## src/rtl/irq_pkg.sv

```systemverilog
// Shared types and register offsets for the interrupt arbiter.
package irq_pkg;

  // Byte offsets from the register base
  localparam int PRIO_OFF = 0;
  localparam int EN_OFF   = 4;
  localparam int PEND_OFF = 8;

  typedef enum logic {IDLE, PRESENT} irq_state_t;

  typedef logic [1:0] irq_prio_t;

  // Result of one arbitration pass
  typedef struct packed {
    logic      found;
    irq_prio_t level;
    logic [7:0] idx;
  } irq_win_t;

endpackage

```

## src/rtl/irq_sync_edge.sv

```systemverilog
// Per-bit 2-flop synchroniser plus rising-edge detector. A rise seen while
// clk_ce is low is held until the next enabled cycle. A level that is already
// high when reset is released is not treated as an edge: a bit only arms once
// a genuine post-reset low has come through the synchroniser.
module irq_sync_edge #(
  parameter int WIDTH = 16
) (
  input  logic             clk,
  input  logic             reset_n,
  input  logic             clk_ce,
  input  logic [WIDTH-1:0] src,
  output logic [WIDTH-1:0] rise
);

  logic [WIDTH-1:0] s1, s2, s3;
  logic [WIDTH-1:0] armed;
  logic [WIDTH-1:0] held;
  logic [WIDTH-1:0] det;
  logic [1:0]       fill;

  assign det  = s2 & ~s3 & armed;
  assign rise = det | held;

  // Synchroniser, edge history and arming run every clk, independent of clk_ce
  always_ff @(posedge clk) begin
    if (!reset_n) begin
      s1    <= '0;
      s2    <= '0;
      s3    <= '0;
      armed <= '0;
      held  <= '0;
      fill  <= '0;
    end else begin
      s1 <= src;
      s2 <= s1;
      s3 <= s2;
      // s2 carries a real sample only once two post-reset edges have passed
      if (fill != 2'd2) fill <= fill + 2'd1;
      if (fill == 2'd2) armed <= armed | ~s2;
      held <= (held | det) & ~{WIDTH{clk_ce}};
    end
  end

endmodule

```

## src/rtl/irq_arbiter.sv

```systemverilog
// Interrupt controller: synchronised source pulses latch pending flags, which
// are masked by enables, ranked by per-group priority and presented to the
// CPU one vector at a time with a req/ack handshake.
module irq_arbiter
  import irq_pkg::*;
#(
  parameter int          NUM_IRQ     = 16,
  parameter logic [23:0] REG_BASE    = 24'h2020,
  parameter logic [7:0]  VECTOR_BASE = 8'h03
) (
  input  logic               clk,
  input  logic               reset_n,
  input  logic               clk_ce,
  input  logic               bus_write,
  input  logic               bus_read,
  input  logic [23:0]        bus_address_in,
  input  logic [7:0]         bus_data_in,
  output logic [7:0]         bus_data_out,
  input  logic [NUM_IRQ-1:0] irq_src,
  input  logic [1:0]         cpu_level,
  output logic               irq_req,
  output logic [7:0]         irq_vector,
  output logic [1:0]         irq_level,
  input  logic               irq_ack
);

  localparam int NUM_GRP    = NUM_IRQ / 4;
  localparam int PRIO_BYTES = (NUM_GRP + 3) / 4;
  localparam int EN_BYTES   = (NUM_IRQ + 7) / 8;
  localparam int PW         = PRIO_BYTES * 8;
  localparam int EW         = EN_BYTES * 8;
  localparam int IW         = $clog2(NUM_IRQ);

  logic [2*NUM_GRP-1:0] prio_q;
  logic [NUM_IRQ-1:0]   en_q, pend_q;
  logic [NUM_IRQ-1:0]   rise;

  logic [PW-1:0]        prio_pad, prio_wr;
  logic [EW-1:0]        en_pad, en_wr, pend_pad, pend_wclr;
  logic [23:0]          off;
  logic                 wr;

  irq_state_t           state;
  logic [IW-1:0]        cur_idx;
  logic [NUM_IRQ-1:0]   cur_onehot, ack_vec, pend_nxt, en_nxt;
  logic                 ack_fire, cur_live;
  irq_win_t             win;

  logic unused_read;
  assign unused_read = bus_read;

  irq_sync_edge #(.WIDTH(NUM_IRQ)) u_sync (
    .clk     (clk),
    .reset_n (reset_n),
    .clk_ce  (clk_ce),
    .src     (irq_src),
    .rise    (rise)
  );

  // Highest priority wins; a later index only replaces on strictly higher
  // priority, so ties resolve to the lowest index.
  function automatic irq_win_t pick(input logic [NUM_IRQ-1:0]   req,
                                    input logic [2*NUM_GRP-1:0] pr,
                                    input logic [1:0]           lvl);
    irq_win_t  w;
    irq_prio_t p;
    w = '0;
    for (int i = 0; i < NUM_IRQ; i++) begin
      p = pr[2*(i/4) +: 2];
      if (req[i] && (p > lvl) && (!w.found || (p > w.level))) begin
        w.found = 1'b1;
        w.level = p;
        w.idx   = 8'(i);
      end
    end
    return w;
  endfunction

  // Register decode: read mux and byte-wise write data
  always_comb begin
    off       = bus_address_in - REG_BASE;
    wr        = clk_ce & bus_write;
    prio_pad  = PW'(prio_q);
    en_pad    = EW'(en_q);
    pend_pad  = EW'(pend_q);
    prio_wr   = prio_pad;
    en_wr     = en_pad;
    pend_wclr = '0;
    bus_data_out = '0;
    for (int k = 0; k < PRIO_BYTES; k++) begin
      if (off == 24'(PRIO_OFF + k)) begin
        bus_data_out = prio_pad[8*k +: 8];
        if (wr) prio_wr[8*k +: 8] = bus_data_in;
      end
    end
    for (int k = 0; k < EN_BYTES; k++) begin
      if (off == 24'(EN_OFF + k)) begin
        bus_data_out = en_pad[8*k +: 8];
        if (wr) en_wr[8*k +: 8] = bus_data_in;
      end
      if (off == 24'(PEND_OFF + k)) begin
        bus_data_out = pend_pad[8*k +: 8];
        if (wr) pend_wclr[8*k +: 8] = bus_data_in;
      end
    end
  end

  // Next pending/enable state; a fresh edge beats any clear in the same cycle
  always_comb begin
    ack_fire = clk_ce & irq_ack & (state == PRESENT);
    for (int i = 0; i < NUM_IRQ; i++) cur_onehot[i] = (cur_idx == IW'(i));
    ack_vec  = ack_fire ? cur_onehot : '0;
    pend_nxt = (pend_q & ~pend_wclr[NUM_IRQ-1:0] & ~ack_vec) | rise;
    en_nxt   = en_wr[NUM_IRQ-1:0];
    cur_live = |(pend_nxt & en_nxt & cur_onehot);
    win      = pick(pend_q & en_q, prio_q, cpu_level);
  end

  // Programmable registers and pending flags
  always_ff @(posedge clk) begin
    if (!reset_n) begin
      prio_q <= '0;
      en_q   <= '0;
      pend_q <= '0;
    end else if (clk_ce) begin
      prio_q <= prio_wr[2*NUM_GRP-1:0];
      en_q   <= en_nxt;
      pend_q <= pend_nxt;
    end
  end

  // Presentation FSM with registered request, vector and level
  always_ff @(posedge clk) begin
    if (!reset_n) begin
      state      <= IDLE;
      irq_req    <= 1'b0;
      irq_vector <= '0;
      irq_level  <= '0;
      cur_idx    <= '0;
    end else if (clk_ce) begin
      case (state)
        IDLE: begin
          if (win.found) begin
            state      <= PRESENT;
            irq_req    <= 1'b1;
            irq_vector <= VECTOR_BASE + win.idx;
            irq_level  <= win.level;
            cur_idx    <= win.idx[IW-1:0];
          end
        end
        PRESENT: begin
          // Ack completes; losing pend/en to a bus write withdraws silently
          if (irq_ack || !cur_live) begin
            state   <= IDLE;
            irq_req <= 1'b0;
          end
        end
        default: begin
          state   <= IDLE;
          irq_req <= 1'b0;
        end
      endcase
    end
  end

endmodule
```

## config.mk

```make
export PLATFORM = sky130hd
export DESIGN_NAME = irq_arbiter
export DESIGN_NICKNAME = d
export VERILOG_FILES = /design/src/rtl/irq_pkg.sv /design/src/rtl/irq_sync_edge.sv /design/src/rtl/irq_arbiter.sv
export SDC_FILE = /design/constraint.sdc
export NUM_CORES = 1
export LEC_CHECK = 0
export BUFFER_PORTS_ARGS = -buffer_cell sky130_fd_sc_hd__buf_2
export CORE_ASPECT_RATIO = 1.2
export CORE_MARGIN = 2
export CORE_UTILIZATION = 59
export DETAILED_ROUTE_END_ITERATION = 8
export PLACE_DENSITY_LB_ADDON = 0.1
export SLEW_MARGIN = 20
export SYNTH_ARGS = -nofsm -noshare
export SYNTH_HDL_FRONTEND = slang
export SYNTH_HIERARCHICAL = 1
export SYNTH_SLANG_ARGS = --single-unit
```

## constraint.sdc

```tcl
create_clock -name clk -period 27.4 [get_ports clk]
set_input_delay 5.48 -clock clk [delete_from_list [all_inputs] [get_ports clk]]
set_output_delay 5.48 -clock clk [all_outputs]
set_load 0.03 [all_outputs]
```

==> metrics.txt <==
later-pin clock latency in the skew report=between 0.4 and 0.5 ns; Top Family by Delay on Critical Path=compound AO/OA/AOI/OAI gates; die span in x=104.8 µm; Worst slew margin=around 30%; largest net degree at the start of global routing=80; I/O pin cnt=between 70 and 80; first-pass GRT wire length=between 30 and 40 mm; Initial Util=around 60%; DRT Wirelength=18.92 mm; worst IR drop on VDD=about 0.000066 V; share of cells above drive strength 1=between 15 and 20%; via/cell ratio=roughly 6.1; Final Non-Filler Cells=1105; GR Util All Layers=between 20% and 30%; per-cell routed wire length=17.12 µm; register bit count reported by yosys=135; Most common cell on crit path=ha_1; slowest CP cell=a211oi_2; CTS Hold Buffers Added=0; Place WS=around 4.5 ns; antenna cells=0; worst setup path start=cpu_level[1]; max_cap viols=0; I/O Buffers=70; setup violators final=0; register area share after synthesis=a little under two fifths; DP Cell Count=between 1000 and 1500; CP Class=primary input to register; post-synth cell types=84; CTS sink count=about 140; CTS H-tree depth=4; Met1 Wirelength=between 7 and 8 mm; uppermost routed layer=met4; share of synthesized flip-flops with an asynchronous set or reset=0%; worst path bufs/invs=4; Worst Tran Pin Value=1.037 ns; setup ws final=about 4.5 ns; vias in the first global route=between 6000 and 7000; antenna violations before repair=0; GP Congestion=roughly 1.1; Post-Synthesis Cells=between 800 and 900; fmax=between 0.04 and 0.05 GHz; Top FF cell, synth=dfxtp_1; Post-route DRC=0; period utilisation layout=a little over four fifths; outcome=finished clean; Worst R2R Start=prio_pad[1]; Layout area overhead=15.26%; CTS tree=done; CP startpoint kind=primary input; half-perimeter wire length after placement=between 10 and 15 mm; RSZ-0062 raised after global routing=no; Avg Cell Area, Syn=8.302 µm²; Final nets=1016; vias=around 6700; Hold Path Class=register to register; WHS=between 0.4 and 0.5 ns; Critical Path RT=roughly 28 ns; number of synthesized flops with an enable pin=0; Pwr per Cell Area=~60 nW/µm²; CTS buffer count=17; hold path startpoint=u_sync/s1[12]; final worst path period need=between 20 and 25 ns; CP Max Fanout=10; row cnt=44; CORE AREA=about 12000 µm²; Clock Path Buffers=2; Antenna Nets Post-Route=0; Initial DRT Pass Iterations=6; max incr delay on CP=~0.50 ns; dpl cell area=roughly 7600 µm²; Root Buffer=clkbuf_16; Worst-path clk slew=approximately 0.060 ns; die height=between 100 and 150 µm; Die ar.=roughly 13000 µm²; Slew Limit Fails=0; routed wl met2=around 9.7 mm; grt ovf=0; Synthesis Warnings=6; hold violation total from the final report=0; met3 wire length=roughly 1.1 mm; fill count=around 1000; Total Neg Setup Slack=0 ns; Leak=around 3.3 nW; Arr. time, crit path=23.24 ns; Post-Route Skew=between 0.006 and 0.007 ns; Post-CTS Setup Inserts=0; crit end category=register; post-route cell area=approximately 8300 µm²; first-iteration detailed-routing DRC count=578; post-synthesis cell area=around 7000 µm²; post-CTS resize count=0
==> area by class of cell <==
type,instances,area (µm²),area share [%]
flip-flops and latches,135,2703,32.61
clock inverters,13,205.2,2.476
well taps,161,201.4,2.431
inverters,39,146.4,1.767
clock buffers,18,429.2,5.179
multi-input cells,664,4214,50.85
repair buffers,75,387.9,4.681
==> cell families after synthesis <==
family,synth area share (%)
AND/OR/NAND/NOR,27.65
AO/OA/AOI/OAI,21.39
flip-flops,37.59
buffers and inverters,4.177
adder cells (fa/ha/maj),5.151
multiplexers,3.742
XOR/XNOR,0.2437
other,0.05216
==> cells in the mapped netlist, types with 14 or more instances <==
master / instances / area (µm²)
ha_1: 28 / 350.3
nand3_1: 21 / 105.1
o21a_1: 18 / 135.1
dfxtp_1: 135 / 2703
nand3b_1: 18 / 135.1
and2_1: 51 / 319.1
nor2_1: 75 / 281.5
nor2b_1: 22 / 137.6
a21oi_1: 69 / 345.3
clkbuf_1: 17 / 63.81
nor4_1: 23 / 143.9
o21ai_0: 53 / 265.3
inv_1: 38 / 142.6
nand2_1: 94 / 352.8
a211oi_1: 14 / 105.1
nor3_1: 14 / 70.07
mux2i_1: 19 / 190.2
==> sequential cells by signal, summed over array words and instances (netlist names) <==
name	cells
cur_idx	4
en_pad	16
irq_level	2
irq_req	1
irq_vector	5
pend_pad	16
prio_pad	8
state	1
u_sync/armed	16
u_sync/fill	2
u_sync/held	16
u_sync/s1	16
u_sync/s2	16
u_sync/s3	16
==> worst paths after layout <==
path              endpoint  slack [ns]  depth (start not counted)
max          irq_vector[2]        4.49                         82
min          u_sync/s2[12]        0.43                          1
max reg2reg  irq_vector[2]        9.29                         80
min reg2reg  u_sync/s2[12]        0.43                          1
==> per-stage QoR <==
stage               utilization [%]  total power, W
floorplan                         -       0.0002495
global placement              63.69       0.0002585
detailed placement            63.69       0.0002619
CTS                           68.97       0.0005035
global route                  69.05       0.0005184
finish                        69.05       0.0004994
==> placed cells by master, fill, tap and decap left out, drive strengths merged, types with 15 or more instances in the layout <==
cell type,instances
a211oi,15
a21oi,70
and2,52
buf,75
clkbuf,18
dfxtp,135
ha,28
inv,38
mux2i,19
nand2,94
nand3,21
nand3b,18
nor2,76
nor2b,22
nor3,15
nor4,24
o21a,18
o21ai,57
==> worst register-to-register path, delay by kind of cell, from the launching register on <==
family / cells / cell delay, ns
compound gates: 29 / 6.84
fa+ha+maj: 16 / 4.46
buf+inv: 2 / 0.19
flops: 1 / 0.42
mux: 4 / 1.42
simple gates: 29 / 4.67
==> report_power, final <==
part           internal [W]  switching, W  leakage, nW
combinational     0.0000200     0.0000225         1.94
clock              0.000160     0.0000800        0.302
sequential         0.000209    0.00000757         1.10
==> metal layers <==
layer,vias up,global-route usage (%)
met5,-,0
met4,0,14.51
met3,50,5.338
met2,267,52.44
met1,3128,33.07
li1,3253,-
No activity file was read; power rests on OpenSTA's default activity.
